File: config.mk
export PLATFORM = sky130hd
export DESIGN_NAME = dco_pulse_gen
export DESIGN_NICKNAME = d
export VERILOG_FILES = /design/src/rtl/dco_pulse_gen.sv
export SDC_FILE = /design/constraint.sdc
export NUM_CORES = 1
export LEC_CHECK = 0
export ABC_AREA = 1
export ABC_CLOCK_PERIOD_IN_PS = 4800
export CAP_MARGIN = 40
export CORE_UTILIZATION = 30
export CTS_CLUSTER_SIZE = 14
export DETAILED_ROUTE_END_ITERATION = 12
export PLACE_DENSITY = 0.52
export SETUP_SLACK_MARGIN = 0.3
export SYNTH_ARGS = -nofsm -noshare
export SYNTH_HDL_FRONTEND = slang
export SYNTH_SLANG_ARGS = --single-unit
File: constraint.sdc
create_clock -name Clock -period 4.8 [get_ports Clock]
set_clock_uncertainty 0.15 [all_clocks]
set_input_delay 0.48 -clock Clock [delete_from_list [all_inputs] [get_ports Clock]]
set_output_delay 0.48 -clock Clock [all_outputs]
set_load 0.02 [all_outputs]
File: src/rtl/dco_pulse_gen.sv
// dco_pulse_gen: digitally controlled square-wave generator feeding the phase
// detector. High/low phase lengths come from a double-buffered control word.
// One-shot advance/retard requests stretch or shrink a single low phase.
module dco_pulse_gen #(
  parameter int N_BIT = 8
) (
  input  logic             Clock,
  input  logic             nReset,
  input  logic             enable,
  input  logic             load,
  input  logic [N_BIT-1:0] high_cnt,
  input  logic [N_BIT-1:0] low_cnt,
  input  logic             shift_valid,
  input  logic             shift_dir,
  input  logic [N_BIT-1:0] shift_amt,
  output logic             f_gen,
  output logic             rise,
  output logic             cfg_ack,
  output logic             shift_ack,
  output logic             shift_pending,
  output logic             active
);

  typedef enum logic [1:0] {S_IDLE, S_HIGH, S_LOW} state_t;

  localparam logic [N_BIT-1:0] ONE_N   = N_BIT'(1);
  localparam logic [N_BIT:0]   CNT_ONE = (N_BIT+1)'(1);

  state_t state_q, state_d;

  logic [N_BIT:0]   cnt_q, cnt_d;
  logic [N_BIT-1:0] shd_h_q, shd_h_d, shd_l_q, shd_l_d;
  logic             shd_new_q, shd_new_d;
  logic             cfg_valid_q, cfg_valid_d;
  logic [N_BIT-1:0] act_h_q, act_h_d, act_l_q, act_l_d;
  logic [N_BIT:0]   leff_q, leff_d;
  logic             pend_q, pend_d, pdir_q, pdir_d;
  logic [N_BIT-1:0] pamt_q, pamt_d;
  logic             f_gen_q, f_gen_d, rise_q, rise_d;
  logic             cfg_ack_q, cfg_ack_d, shift_ack_q, shift_ack_d;

  logic             high_done, low_done, start;
  logic [N_BIT:0]   l_base, amt_ext;

  // A zero-length phase would stall the counter; treat 0 as 1.
  function automatic logic [N_BIT-1:0] min1(input logic [N_BIT-1:0] v);
    return (v == '0) ? ONE_N : v;
  endfunction

  // Phase-complete detection; counts run 1..length inclusive.
  assign high_done = (state_q == S_HIGH) && (cnt_q >= {1'b0, act_h_q});
  assign low_done  = (state_q == S_LOW)  && (cnt_q >= leff_q);
  // Any entry into HIGH is a rising transition of f_gen.
  assign start     = (state_d == S_HIGH) && (state_q != S_HIGH);

  // State register
  always_ff @(posedge Clock or negedge nReset) begin
    if (!nReset) state_q <= S_IDLE;
    else         state_q <= state_d;
  end

  // Next-state logic: enable only matters in IDLE and at the end of LOW
  always_comb begin
    state_d = state_q;
    case (state_q)
      S_IDLE: if (enable && cfg_valid_q) state_d = S_HIGH;
      S_HIGH: if (high_done)             state_d = S_LOW;
      S_LOW:  if (low_done)              state_d = enable ? S_HIGH : S_IDLE;
      default:                           state_d = S_IDLE;
    endcase
  end

  // Output, counter, config-transfer and shift bookkeeping
  always_comb begin
    f_gen_d     = (state_d == S_HIGH);
    rise_d      = start;
    cfg_ack_d   = 1'b0;
    shift_ack_d = 1'b0;
    cnt_d       = cnt_q;
    shd_h_d     = shd_h_q;
    shd_l_d     = shd_l_q;
    shd_new_d   = shd_new_q;
    cfg_valid_d = cfg_valid_q;
    act_h_d     = act_h_q;
    act_l_d     = act_l_q;
    leff_d      = leff_q;
    pend_d      = pend_q;
    pdir_d      = pdir_q;
    pamt_d      = pamt_q;
    l_base      = {1'b0, act_l_q};
    amt_ext     = {1'b0, pamt_q};

    if (start || high_done)   cnt_d = CNT_ONE;
    else if (state_d == S_IDLE) cnt_d = '0;
    else                      cnt_d = cnt_q + CNT_ONE;

    // Config only changes at a rising edge; a coincident load wins over shadow.
    if (start) begin
      if (load) begin
        act_h_d   = min1(high_cnt);
        act_l_d   = min1(low_cnt);
        cfg_ack_d = 1'b1;
      end else if (shd_new_q) begin
        act_h_d   = min1(shd_h_q);
        act_l_d   = min1(shd_l_q);
        cfg_ack_d = 1'b1;
      end
      shd_new_d = 1'b0;
    end
    if (load) begin
      shd_h_d     = high_cnt;
      shd_l_d     = low_cnt;
      cfg_valid_d = 1'b1;
      if (!start) shd_new_d = 1'b1;
    end

    // Low length for the coming LOW phase, with any pending shift folded in.
    if (high_done) begin
      leff_d = l_base;
      if (pend_q) begin
        if (pdir_q)                leff_d = l_base + amt_ext;
        else if (amt_ext >= l_base) leff_d = CNT_ONE;
        else                       leff_d = l_base - amt_ext;
        shift_ack_d = 1'b1;
        pend_d      = 1'b0;
      end
    end
    // New requests are only taken when nothing is pending at this edge.
    if (shift_valid && !pend_q) begin
      pend_d = 1'b1;
      pdir_d = shift_dir;
      pamt_d = shift_amt;
    end
  end

  // Datapath and output registers
  always_ff @(posedge Clock or negedge nReset) begin
    if (!nReset) begin
      cnt_q       <= '0;
      shd_h_q     <= '0;
      shd_l_q     <= '0;
      shd_new_q   <= 1'b0;
      cfg_valid_q <= 1'b0;
      act_h_q     <= '0;
      act_l_q     <= '0;
      leff_q      <= '0;
      pend_q      <= 1'b0;
      pdir_q      <= 1'b0;
      pamt_q      <= '0;
      f_gen_q     <= 1'b0;
      rise_q      <= 1'b0;
      cfg_ack_q   <= 1'b0;
      shift_ack_q <= 1'b0;
    end else begin
      cnt_q       <= cnt_d;
      shd_h_q     <= shd_h_d;
      shd_l_q     <= shd_l_d;
      shd_new_q   <= shd_new_d;
      cfg_valid_q <= cfg_valid_d;
      act_h_q     <= act_h_d;
      act_l_q     <= act_l_d;
      leff_q      <= leff_d;
      pend_q      <= pend_d;
      pdir_q      <= pdir_d;
      pamt_q      <= pamt_d;
      f_gen_q     <= f_gen_d;
      rise_q      <= rise_d;
      cfg_ack_q   <= cfg_ack_d;
      shift_ack_q <= shift_ack_d;
    end
  end

  assign f_gen         = f_gen_q;
  assign rise          = rise_q;
  assign cfg_ack       = cfg_ack_q;
  assign shift_ack     = shift_ack_q;
  assign shift_pending = pend_q;
  assign active        = (state_q != S_IDLE);

endmodule

# After elaboration in Yosys (flattened, before gate mapping)
# Cells that the tools add are included.
dict set report word_totals {
  register_bits 68
  input_bits 30
  word_cells 71
}
dict set report classes {
  n_addsub 3
  magnitude_cmp 3
  n_eq_ne 4
  muxes 28
  n_reduce_logical 17
}
# cell count
set ops {}
lappend ops {{$mux 8} 8}
lappend ops {{$mux 9} 5}
lappend ops {{$logic_not 8->1} 4}
lappend ops {{$mux 1} 11}
lappend ops {{$add 8x8->9} 1}
lappend ops {{$add 9x1->9 const B} 1}
lappend ops {{$ge 9x8->1} 1}
lappend ops {{$ge 9x9->1} 1}
lappend ops {{$sub 8x8->9} 1}
lappend ops {{$ge 8x8->1} 1}
lappend ops {{$mux 2} 3}
lappend ops {{$pmux 2 s3} 1}
lappend ops {{$reduce_bool 2->1} 3}
lappend ops {{$logic_and 1x1->1} 5}
lappend ops {{$eq 2x1->1 const B} 2}
lappend ops {{$logic_not 2->1} 2}
lappend ops {{$eq 2x2->1 const B} 1}
lappend ops {{$ne 2x1->1 const B} 1}
lappend ops {{$reduce_and 2->1} 1}
lappend ops {{$logic_not 1->1} 1}
lappend ops {{$logic_or 1x1->1} 1}

# Depth between registers and ports, before layout
# Gate-level depths: netlist (run 1).
dict set report depth {
  ltp_word 9
  mapped_depth 15
  depth_no_buf 14
}

# Least setup slack after synthesis (run 1)
# Ideal clock, no wire load.
dict set report synth_timing {
  path_type {register -> register}
  start {register cnt_q[4]}
  end {register cnt_q[2]}
  setup_time_ns 0.120
  arrival_time_ns 1.613
  required_time_ns 4.530
  setup_slack_ns 2.917
  stages_incl_launch_ff 14
  n_path_buf 0
  path_cell_list {dfrtp_1 > ha_1 > nand2_1 > inv_1 > nand2_1 > nand3_1 > nand2_1 > nand2_1 > nand2_2 > nand2_4 > nor2_1 > nand2_1 > nand2_4 > nor2_1}
}
dict set report synth_between {
  elab_chain_len 8
  elab_cells_between_ends 13
  classes_between {order compare: 2; eq/ne: 1; mux: 5; reduce/logical: 5}
}
# element line_no
set synth_lines {}
lappend synth_lines {{start: declaration} 31} ;# logic [N_BIT:0] cnt_q, cnt_d;
lappend synth_lines {{start signal: assignment} 155} ;# cnt_q <= cnt_d;
lappend synth_lines {{$ge 9x9->1 / $ge 9x8->1 (equally long branches)} {52, 51}}
lappend synth_lines {{$logic_and 1x1->1 (on tied branches)} {52, 51}}
lappend synth_lines {{$mux 2 (on tied branches)} {68, 67}}
lappend synth_lines {{$pmux 2 s3 *} 65} ;# case (state_q)
lappend synth_lines {{$eq 2x1->1 *} 54} ;# assign start = (state_d == S_HIGH) && (state_q != S_HIGH);
lappend synth_lines {{$logic_and 1x1->1 *} 54}
lappend synth_lines {{via rise_d} 39} ;# logic f_gen_q, f_gen_d, rise_q, rise_d;
lappend synth_lines {{$logic_or 1x1->1 *} 93} ;# if (start || high_done) cnt_d = CNT_ONE;
lappend synth_lines {{$mux 9 *} 93}
lappend synth_lines {{via cnt_d[2]} 31}
# The timed path passes the listed nets; every way through them passes the cells marked *.
# A chain may end at the register's enable or synchronous reset.

# Worst setup path in the final report (run 1)
dict set report layout_timing {
  start {register pend_q (netlist: shift_pending)}
  end {output shift_pending}
}
# element line_no
set layout_rtl {}
lappend layout_rtl {{start: declaration} 37} ;# logic pend_q, pend_d, pdir_q, pdir_d;
lappend layout_rtl {{start signal: assignment} 163} ;# pend_q <= pend_d;
lappend layout_rtl {{end: declaration} 20} ;# output logic shift_pending,
# No word-level cell between the ends.

==> results of run 1 <==
sequential cells by signal, indices dropped and copies added, names as in the netlist:
name and flops:
cfg_ack 1, f_gen 1, cnt_q 9, act_h_q 8
shift_pending 1, act_l_q 8, pdir_q 1, pamt_q 8
rise 1, cfg_valid_q 1, shd_l_q 8, shd_h_q 8
shift_ack 1, state_q 2, leff_q 9, shd_new_q 1
where the power goes:
| part | leakage, µW | switching (µW) | total, µW | internal, µW |
|---|---|---|---|---|
| clock network | 0.000152 | 265 | 722 | 457 |
| registers | 0.000836 | 158 | 913 | 754 |
| logic | 0.00170 | 997 | 1570 | 572 |
| total | 0.00269 | 1420 | 3200 | 1780 |
area by class of cell:
| cell class | instances | area (µm²) |
|---|---|---|
| clock inverter | 7 | 97.59 |
| clock buffer | 9 | 225.2 |
| fill | 1421 | 8447 |
| tap | 176 | 220.2 |
| multi-input combinational | 404 | 2111 |
| sequential | 68 | 1702 |
| inverter | 88 | 335.3 |
| timing repair buffer | 37 | 367.9 |
routing by layer:
| layer | up-vias | part of all wire, % | track usage, % |
|---|---|---|---|
| li1 | 1848 | - | - |
| met1 | 1592 | 54 | 21.87 |
| met2 | 55 | 42 | 21.16 |
| met3 | 16 | 2.4 | 2.689 |
| met4 | 0 | 2.1 | 5.787 |
| met5 | - | 0 | 0 |
per-stage QoR:
stage / util [%] / cell area (µm²) / total power (µW) / setup WS (ns)
finish: 37.46 / 5059 / 3204 / 2.454
global route: 37.46 / 5059 / 3524 / 2.358
CTS: 37.46 / 5059 / 3233 / 2.426
detailed placement: 35.07 / 4736 / 2495 / 2.329
global placement: 34.95 / 4721 / 2484 / 1.973
floorplan: - / 4224 / 2087 / 2.917
cells in the mapped netlist:
master,instances
nand2_4,2
nor4_1,4
o21ai_0,15
o21ai_1,3
ha_1,34
dfrtp_1,68
or2_0,1
clkbuf_1,3
buf_4,4
buf_2,4
inv_2,1
a211oi_1,2
nor3_1,4
clkinv_1,2
buf_8,1
xor2_1,10
nand3_1,27
or2_2,3
o21ai_4,1
a21oi_1,26
o21bai_1,2
nor2_1,52
nand2_1,198
fa_1,2
mux2_2,1
nor2_4,1
nand4_1,11
and3_1,2
xnor2_1,1
inv_6,1
inv_1,84
nand2_2,2
kinds of logic after synthesis:
kind of cell    after synthesis  synth area share [%]
fa+ha+maj                    36                 11.02
buf+inv                     100                 9.745
mux                           1                0.2666
compound gates               49                 6.309
simple gates                307                 30.09
xor+xnor                     11                 2.281
flops                        68                 40.28
worst paths after layout:
path                               startpoint            end  slack [ns]  cells after the start
worst min register to register      leff_q[7]      leff_q[7]        0.33                      2
min in group Clock                  leff_q[7]      leff_q[7]        0.33                      2
worst max-delay path            shift_pending  shift_pending        2.45                      1
worst min-delay path                   nReset     act_h_q[0]        0.06                      1
worst max register to register       cnt_q[4]      leff_q[5]        2.57                     13
max in group asynchronous              nReset       cnt_q[0]        3.47                      2
placed cells by master (no fill, tap or decap), drive strengths merged, types with 3 or more instances in the layout:
| cell type | n |
|---|---|
| dfrtp | 68 |
| xor2 | 10 |
| nor4 | 4 |
| nand3 | 27 |
| o21ai | 19 |
| nor2 | 53 |
| clkbuf | 9 |
| nand2 | 202 |
| nor3 | 4 |
| or2 | 4 |
| clkdlybuf4s50 | 34 |
| clkinv | 3 |
| ha | 34 |
| buf | 3 |
| nand4 | 11 |
| a21oi | 26 |
| inv | 88 |
==> key figures, run 1 <==
Clock network
  – TritonCTS Buffers: 9
  – Post-CTS Setup Bufs: 0
  – CTS tree: yes
  – Hold_buf cts: 0
  – Clock Tree Buf Depth: 2
  – Clock root cell: clkbuf_16
  – H-tree depth: 3
  – Clock latency on the worst-skew pair: 0.34 ns
  – Clock sinks: 68
  – Clock transition at the registers of the reported paths: 0.06 ns
  – Post-cts resize count: 0

STA
  – Final period util: 48.88%
  – Slew HR: 49.33%
  – Final setup fails: 0
  – RSZ-0062 raised after global routing: no
  – Tmin final: 2.346 ns
  – Measured slew at the worst slew-check pin: 0.7601 ns
  – Hold_ws: 0.06293 ns
  – TNS Setup: 0 ns
  – Count of final max-slew check failures: 0
  – Final Hold Fails: 0
  – Max Fclk: 426.3 MHz

Final layout
  – Fin nets: 674
  – ANT cells: 0
  – Non-filler cells, final: 789
  – Post-synthesis to final-layout area growth: 19.76%
  – Share of post-route cells with drive strength above 1: 5.057%

Critical path
  – Worst Setup End Kind: output pin
  – CP max stage cell: clkdlybuf4s50_1
  – WS Path Type: register to output pin
  – CP Launch Type: register
  – Crit Path Max Fanout: 16
  – CP bufs+invs: 1
  – Worst Path Arrival: 1.72 ns
  – Crit-path cells: clkdlybuf4s50_1
  – Slowest stage delay, CP: 0.72 ns
  – Top delay family on crit path: buffers and inverters
  – WP data required: 4.17 ns

Synthesis
  – Synth top area share: 40.28%
  – Top post-synthesis cells by area: dfrtp_1, nand2_1, ha_1
  – Post-synthesis average cell area: 7.385 µm²
  – Syn Nets: 638
  – Seq cells post-synth: 68
  – Synth unique cells: 32
  – Cell count after synthesis: 572
  – Synth Cell Area: 4224 µm²
  – Seq/Total Area, Yosys: 40.28%
  – Largest area contributor in the netlist: dfrtp_1
  – Yosys synthesis warning count: 0

Floorplan
  – Num ports: 36
  – Core ar.: 13510 µm²
  – Die area: 14560 µm²
  – Site Rows: 42
  – Die H: 120.7 µm
  – Initial core utilization: 31.28%
  – Die X-Extent: 120.7 µm

Status
  – Status: complete, no violations

Route
  – Drt pass-1 iters: 5
  – Antenna viol nets, final: 0
  – Number of remaining DRC errors: 0
  – Final wirelength: 9.831 mm
  – WL per Instance: 12.46 µm
  – Routed vias: 3511
  – Vias per cell: 4.450
  – DRT iter0 DRCs: 119

Pwr
  – Power Density: 633.4 nW/µm²
  – Leak pwr: 0.002689 µW
  – VDD IR max: 0.2723 mV

Place
  – Cell total after placement: 773
  – Gpl congestion: 0.8398
  – Port Buffers: 35
  – DP HPWL: 7.570 mm

GRT
  – Vias in the first global route: 3386
  – Initial antenna violation count: 0
  – First-pass GRT wire length: 16.76 mm
  – Gr usage total: 14.81%
  – Pin count of the biggest net entering global routing: 38
  – Total grt overflow: 0

Worst hold path
  – Min-Delay Path Class: input pin to async pin

Flow run
  – Max-Cap Viols: 0
(Power assumes the default switching activity.)
==> run 2, diff against run 1 <==
--- a/config.mk
+++ b/config.mk
@@ -6,12 +6,12 @@
 export NUM_CORES = 1
 export LEC_CHECK = 0
 export ABC_AREA = 1
-export ABC_CLOCK_PERIOD_IN_PS = 4800
+export ABC_CLOCK_PERIOD_IN_PS = 1900
 export CAP_MARGIN = 40
 export CORE_UTILIZATION = 30
 export CTS_CLUSTER_SIZE = 14
 export DETAILED_ROUTE_END_ITERATION = 12
-export PLACE_DENSITY = 0.52
+export PLACE_DENSITY = 0.54
 export SETUP_SLACK_MARGIN = 0.3
 export SYNTH_ARGS = -nofsm -noshare
 export SYNTH_HDL_FRONTEND = slang
==> constraint.sdc (replaced) <==
create_clock -name Clock -period 1.9 [get_ports Clock]
set_clock_uncertainty 0.15 [all_clocks]
set_input_delay 0.19 -clock Clock [delete_from_list [all_inputs] [get_ports Clock]]
set_output_delay 0.19 -clock Clock [all_outputs]
set_load 0.02 [all_outputs]
==> run 2 against run 1 <==
Net effect: the run now ends with setup timing left; via count is 12% higher; setup slack worse by 2.6 ns; combinational power grew to 4.0 times the previous value; sequential share of layout area is 5.9 points lower; register-to-register slack worse by 2.7 ns; clock power grew to 2.6 times the previous value; sequential power grew to 2.5 times the previous value; final area is 22% higher; hold slack better by 0.18 ns; first-iteration DRC count is 82% higher; flip-flop and latch count stayed put; largest power group unchanged.
==> key figures, run 2 (same netlist as run 1, synthesis figures left out) <==
Status
  – Status: finished, violations left
  – Failing checks: setup timing

Final layout
  – Commonest non-fill, non-tap cell in the layout: nand2_1
  – ANT cells: 0 (unchanged)
  – Post-synthesis to final-layout area growth: 46.00%
  – Register area: 1708 µm² (+0.37%)
  – Layout fillers: 1325 (-6.8%)
  – Share of post-route cells with drive strength above 1: 31.16% (+26 points)
  – Multi-input logic area: 2567 µm² (+22%)
  – Util after Layout: 45.66% (+8.2 points)
  – Commonest non-fill, non-tap cells in the layout: nand2_1, inv_1, dfrtp_1
  – Non-filler cells, final: 866 (+9.8%)
  – Largest registers: cnt_q (9), leff_q (9)
  – Final Cell Area: 6167 µm² (+22%)
  – Fin nets: 751 (+11%)

Route
  – WL per Instance: 13.18 µm (+5.8%)
  – Final wirelength: 11.41 mm (+16%)
  – Drt pass-1 iters: 6 (+1)
  – DRT iter0 DRCs: 216 (+82%)
  – Vias per cell: 4.543 (+2.1%)
  – Routed vias: 3934 (+12%)
  – Antenna viol nets, final: 0 (unchanged)
  – Number of remaining DRC errors: 0 (unchanged)

Clock network
  – CTS tree: yes
  – Clock latency on the worst-skew pair: 0.34 ns (about the same)
  – Clock Tree Buf Depth: 2 (unchanged)
  – Clock transition at the registers of the reported paths: 0.06 ns (about the same)
  – Clock sinks: 68 (unchanged)
  – H-tree depth: 3 (unchanged)
  – TritonCTS Buffers: 9 (unchanged)
  – Clock root cell: clkbuf_16

GRT
  – Vias in the first global route: 3852 (+14%)
  – Initial antenna violation count: 0 (unchanged)
  – Pin count of the biggest net entering global routing: 69 (+82%)
  – Gr usage total: 16.54% (+1.7 points)
  – First-pass GRT wire length: 18.64 mm (+11%)
  – Total grt overflow: 0 (unchanged)

Pwr
  – Leak pwr: 0.003161 µW (+18%)
  – Power Density: 1697 nW/µm² (+170%)
  – Tot Pwr: 10470 µW (+230%)
  – VDD IR max: 0.8476 mV (+210%)

Place
  – DP HPWL: 8.273 mm (+9.3%)
  – Cell total after placement: 826 (+6.9%)
  – Port Buffers: 35 (unchanged)
  – Area post-placement: 5202 µm² (+9.9%)
  – Gpl congestion: 0.9043 (+7.7%)

Critical path
  – CP max stage cell: dfrtp_1
  – Worst Setup End Kind: register
  – Worst R2R Path Depth: 13 (unchanged)
  – Worst Path Arrival: 2.10 ns (+0.38 ns)
  – Crit Path Max Fanout: 5 (-11)
  – WP data required: 1.98 ns (-2.19 ns)
  – Slowest stage delay, CP: 0.43 ns (-0.29 ns)
  – Crit-path cells: ha_1, nand2_2, inv_1, nand2_1, nand3_2, nand2_2, nand2_2, nand2_2, nand2_4, o21ai_4, clkinv_4, nand2_1, nand2_1
  – CP Launch Type: register
  – Critical Path Most Common Cell: nand2_2
  – WS Path Type: register to register

Floorplan
  – Initial core utilization: 31.28% (unchanged)
  – Core ar.: 13510 µm² (unchanged)
  – Die area: 14560 µm² (unchanged)
  – Site Rows: 42 (unchanged)
  – Die H: 120.7 µm (unchanged)
  – Die X-Extent: 120.7 µm (unchanged)
  – Num ports: 36 (unchanged)

STA
  – RSZ-0062 raised after global routing: yes
  – Slew HR: 66.33% (+17 points)
  – Tmin final: 2.027 ns
  – Measured slew at the worst slew-check pin: 0.5042 ns (-0.2558 ns)
  – Count of final max-slew check failures: 0 (unchanged)
  – Max Fclk: 493.3 MHz
  – Final setup fails: 34 (+34)
  – Setup ws final: -0.1273 ns (-2.581 ns)
  – TNS Setup: -2.608 ns (-2.608 ns)
  – Final period util: 106.7%
  – Final Hold Fails: 0 (unchanged)

Worst hold path
  – Min-Delay Path Class: input pin to register
  – WHS Path Cells: 3

Flow run
  – Max-Cap Viols: 0 (unchanged)
[run 2: cell types whose count changed in the layout (fill, tap and decap cells not counted), moves of 8 or more]
| cell | delta |
|---|---|
| inv_1 | -16 |
| buf_4 | +61 |
| nand2_2 | +36 |
| buf_6 | +11 |
| nand2_1 | -45 |
| nand2_4 | +8 |
| nor2_1 | -9 |
| ha_4 | +13 |
| inv_2 | +14 |
| ha_1 | -14 |
[run 2: where the power goes]
part / switching, µW / internal (µW)
clock network: 685 / 1200
logic: 3440 / 2850
registers: 384 / 1910
total: 4510 / 5960
[run 2: cell type report]
type / instances / area share, %
clock buffer: 10 / 3.875
clock inverter: 6 / 1.542
inverter: 88 / 5.701
multi-input combinational: 405 / 41.63
sequential: 68 / 27.69
tap: 176 / 3.571
timing repair buffer: 110 / 15.64
timing repair inverter: 3 / 0.3449
[run 2: worst max-delay path: cells and delay by family (launching register included)]
family	cells	cell delay, ns
DFF	1	0.43
adders and majority gates	1	0.34
and+or+nand+nor	9	0.68
buffers and inverters	2	0.17
AOI/OAI and AO/OA	1	0.16
[run 2: timing repair]
action                                  4_1_cts  5_1_grt
pin swaps                                    29       15
gates cloned                                  2        3
buffers inserted                             15        3
hold buffers                                  1        0
hold endpoints to repair                     68        0
resized for setup                            92       42
endpoints found under the setup margin       46       45
[run 2: metrics by stage]
| stage | setup WS, ns | hold WS [ns] |
|---|---|---|
| global placement | -0.1307 | 0.08694 |
| floorplan | 0.03421 | -0.2556 |
| detailed placement | -0.1577 | 0.09686 |
| CTS | -0.07918 | 0.2647 |
| global route | -0.2443 | 0.2695 |
| finish | -0.1273 | 0.2418 |
[run 2: worst paths after layout]
check	end	slack [ns]	startpoint
worst max-delay path	act_l_q[0]	-0.13	cnt_q[4]
worst min-delay path	shd_h_q[5]	0.24	load
worst max register to register	act_l_q[0]	-0.13	cnt_q[4]
worst min register to register	shd_l_q[0]	0.33	shd_l_q[0]
max in group asynchronous	cnt_q[3]	1.03	nReset
min in group asynchronous	shd_h_q[4]	0.25	nReset
[run 2: layer usage]
layer,vias to the layer above,global-route usage [%],wire length (µm)
met5,-,0,0
met4,0,5.787,157
met3,10,2.689,327
met2,66,27.23,5529
met1,1851,21.92,5400
li1,2007,-,-
==> run 3, diff against run 2 <==
--- a/config.mk
+++ b/config.mk
@@ -11,6 +11,7 @@
 export CORE_UTILIZATION = 30
 export CTS_CLUSTER_SIZE = 14
 export DETAILED_ROUTE_END_ITERATION = 12
+export GPL_ROUTABILITY_DRIVEN = 0
 export PLACE_DENSITY = 0.54
 export SETUP_SLACK_MARGIN = 0.3
 export SYNTH_ARGS = -nofsm -noshare
==> run 3 against run 2 <==
Net effect: routed wire length is 1.9% lower; combinational power is 2% lower; largest power group unchanged; sequential power hardly changed; the flow still finishes with violations (setup timing); first-iteration DRC count is 3.7% lower; cell count is 0.23% lower; global-route usage is 0.42 points lower; setup slack worse by 0.0082 ns; fmax is 0.41% lower.
==> key figures, run 3 (same netlist as run 1, synthesis figures left out) <==
Final layout
  – Fin nets: 749 (-0.27%)
  – ANT cells: 0 (unchanged)
  – Share of post-route cells with drive strength above 1: 27.91% (-3.3 points)
  – Commonest non-fill, non-tap cells in the layout: nand2_1, inv_1, dfrtp_1, buf_4, nor2_1
  – Commonest non-fill, non-tap cell in the layout: nand2_1
  – Largest registers: cnt_q (9), leff_q (9)
  – Util after Layout: 45.18% (-0.48 points)
  – Layout fillers: 1333 (+0.60%)
  – Post-synthesis to final-layout area growth: 44.46%

Pwr
  – Combinational power share: 59.6% (-0.5 points)
  – VDD IR max: 0.6049 mV (-29%)
  – Sw Ratio: 42.56% (-0.54 points)
  – Int Pwr: 5931 µW (-0.42%)
  – Sw power: 4396 µW (-2.6%)
  – Tot Pwr: 10330 µW (-1.4%)
  – Clock power share: 18.3% (+0.3 points)
  – Leak pwr: 0.003110 µW (-1.6%)
  – Power Density: 1692 nW/µm² (-0.30%)
  – Share of power burned in registers: 22.0% (about the same)

GRT
  – Pin count of the biggest net entering global routing: 69 (unchanged)
  – Total grt overflow: 0 (unchanged)
  – First-pass GRT wire length: 18.30 mm (-1.9%)
  – Initial antenna violation count: 0 (unchanged)
  – Gr usage total: 16.12% (-0.42 points)
  – Vias in the first global route: 3790 (-1.6%)

STA
  – Count of final max-slew check failures: 0 (unchanged)
  – RSZ-0062 raised after global routing: yes
  – Setup ws final: -0.1355 ns (-0.008247 ns)
  – Final period util: 107.1% (+0.43 points)
  – Measured slew at the worst slew-check pin: 0.3738 ns (-0.1305 ns)
  – Final setup fails: 33 (-2.9%)
  – Hold_ws: 0.2740 ns (+0.03221 ns)
  – TNS Setup: -2.955 ns (-0.3477 ns)
  – Slew HR: 75.08% (+8.8 points)
  – Final Hold Fails: 0 (unchanged)
  – Tmin final: 2.036 ns (+0.008247 ns)
  – Max Fclk: 491.3 MHz (-0.41%)

Floorplan
  – Num ports: 36 (unchanged)
  – Die area: 14560 µm² (unchanged)
  – Initial core utilization: 31.28% (unchanged)
  – Core ar.: 13510 µm² (unchanged)
  – Die H: 120.7 µm (unchanged)
  – Die X-Extent: 120.7 µm (unchanged)
  – Site Rows: 42 (unchanged)

Clock network
  – Clock latency on the worst-skew pair: 0.34 ns (about the same)
  – Clock Tree Buf Depth: 2 (unchanged)
  – Clock root cell: clkbuf_16
  – H-tree depth: 3 (unchanged)
  – Clock transition at the registers of the reported paths: 0.06 ns (about the same)
  – CTS tree: yes
  – TritonCTS Buffers: 9 (unchanged)
  – Clock sinks: 68 (unchanged)

Flow run
  – Max-Cap Viols: 0 (unchanged)

Route
  – Drt pass-1 iters: 4 (-2)
  – WL per Instance: 12.96 µm (-1.7%)
  – Final wirelength: 11.20 mm (-1.9%)
  – Routed vias: 3947 (+0.33%)
  – DRT iter0 DRCs: 208 (-3.7%)
  – Antenna viol nets, final: 0 (unchanged)
  – Number of remaining DRC errors: 0 (unchanged)
  – Vias per cell: 4.568 (+0.56%)

Critical path
  – FF-to-FF Start: cnt_q[1]
  – WS Path Type: register to register
  – Crit path capture: leff_q[8]
  – CP Depth: 12 (-1)
  – CP bufs+invs: 4 (+2)
  – Crit Path Max Fanout: 5 (unchanged)
  – Worst Path Arrival: 2.11 ns (about the same)
  – CP Launch Type: register
  – CP max stage cell: dfrtp_1
  – Worst Setup End Kind: register
  – Critical Path Most Common Cell: buf_6
  – Worst R2R Path Depth: 12 (-1)
  – WP data required: 1.97 ns (about the same)
  – Internal reg-to-reg setup slack: -0.14 ns (about the same)
  – Top delay family on crit path: simple AND/OR/NAND/NOR gates
  – Setup crit start: cnt_q[1]
  – Reg2Reg Capture Point: leff_q[8]
  – Slowest stage delay, CP: 0.40 ns (-0.03 ns)
  – Crit-path cells: buf_6, ha_4, nand2_2, nor2_2, nand3_1, nand4_1, nand2_2, buf_6, buf_6, buf_6, nand2_1, nand2_1

Worst hold path
  – Min-Delay Path Class: input pin to register

Status
  – Status: finished, violations left
  – Failing checks: setup timing

Place
  – Pre-CTS setup slack: -0.1305 ns (+0.02722 ns)
  – Port Buffers: 35 (unchanged)
  – DP HPWL: 8.308 mm (+0.41%)
==> run 3: stage by stage <==
stage	cell area [µm²]	std cells
after global placement	5258	830
final	6102	864
after detailed placement	5258	830
after CTS	5907	857
after global routing	6102	864
after floorplan	4309	572
==> run 3: worst reg2reg max path, cell delays in order (launching register included) <==
cell     delay, ns
dfrtp_1       0.40
buf_6         0.13
ha_4          0.26
nand2_2       0.05
nor2_2        0.08
nand3_1       0.08
nand4_1       0.16
nand2_2       0.14
buf_6         0.15
buf_6         0.11
buf_6         0.12
nand2_1       0.05
nand2_1       0.05
==> run 3: layer usage <==
metal | vias to the layer above | wire [µm] | GRT usage, %
li1 | 2010 | - | -
met1 | 1858 | 5287 | 21.17
met2 | 64 | 5474 | 26.87
met3 | 15 | 259 | 1.745
met4 | 0 | 174 | 6.867
met5 | - | 0 | 0
==> run 3: power groups by stage <==
| stage | combinational (µW) | clock, µW | sequential (µW) |
|---|---|---|---|
| after floorplan | 3300 | 0 | 2220 |
| after global placement | 5090 | 0 | 2230 |
| after detailed placement | 5150 | 0 | 2250 |
| after CTS | 5780 | 1920 | 2270 |
| after global routing | 6890 | 1990 | 2330 |
| final | 6160 | 1890 | 2280 |
==> run 3: timing repair <==
item / in CTS / in global routing
pin swaps: 13 / 18
cloned: 1 / 0
setup endpoints to repair: 47 / 46
gates resized for setup: 60 / 42
hold endpoints to repair: 68 / 0
hold buffers: 1 / 0
buffers inserted: 9 / 7
==> run 3: how the worst min path moves through the flow <==
stage                  from         end  slack (ns)  depth (start not counted)
3_5_place_dp         nReset  shd_h_q[5]        0.10                          2
6_report         low_cnt[0]  shd_l_q[0]        0.27                          3
3_3_place_gp         nReset  shd_h_q[5]         0.1                          2
4_1_cts        shift_amt[6]   pamt_q[6]        0.26                          3
2_1_floorplan        nReset  act_h_q[0]       -0.26                          0
5_1_grt          low_cnt[0]  shd_l_q[0]        0.28                          3
==> run 3: area by class of cell <==
| class | count | area (µm²) | share of cell area (%) |
|---|---|---|---|
| inverters | 88 | 340.3 | 5.577 |
| flip-flops and latches | 68 | 1708 | 27.99 |
| clock inverters | 7 | 107.6 | 1.763 |
| well taps | 176 | 220.2 | 3.609 |
| multi-input cells | 404 | 2502 | 41.01 |
| clock buffers | 9 | 225.2 | 3.691 |
| repair buffers | 112 | 998.5 | 16.36 |
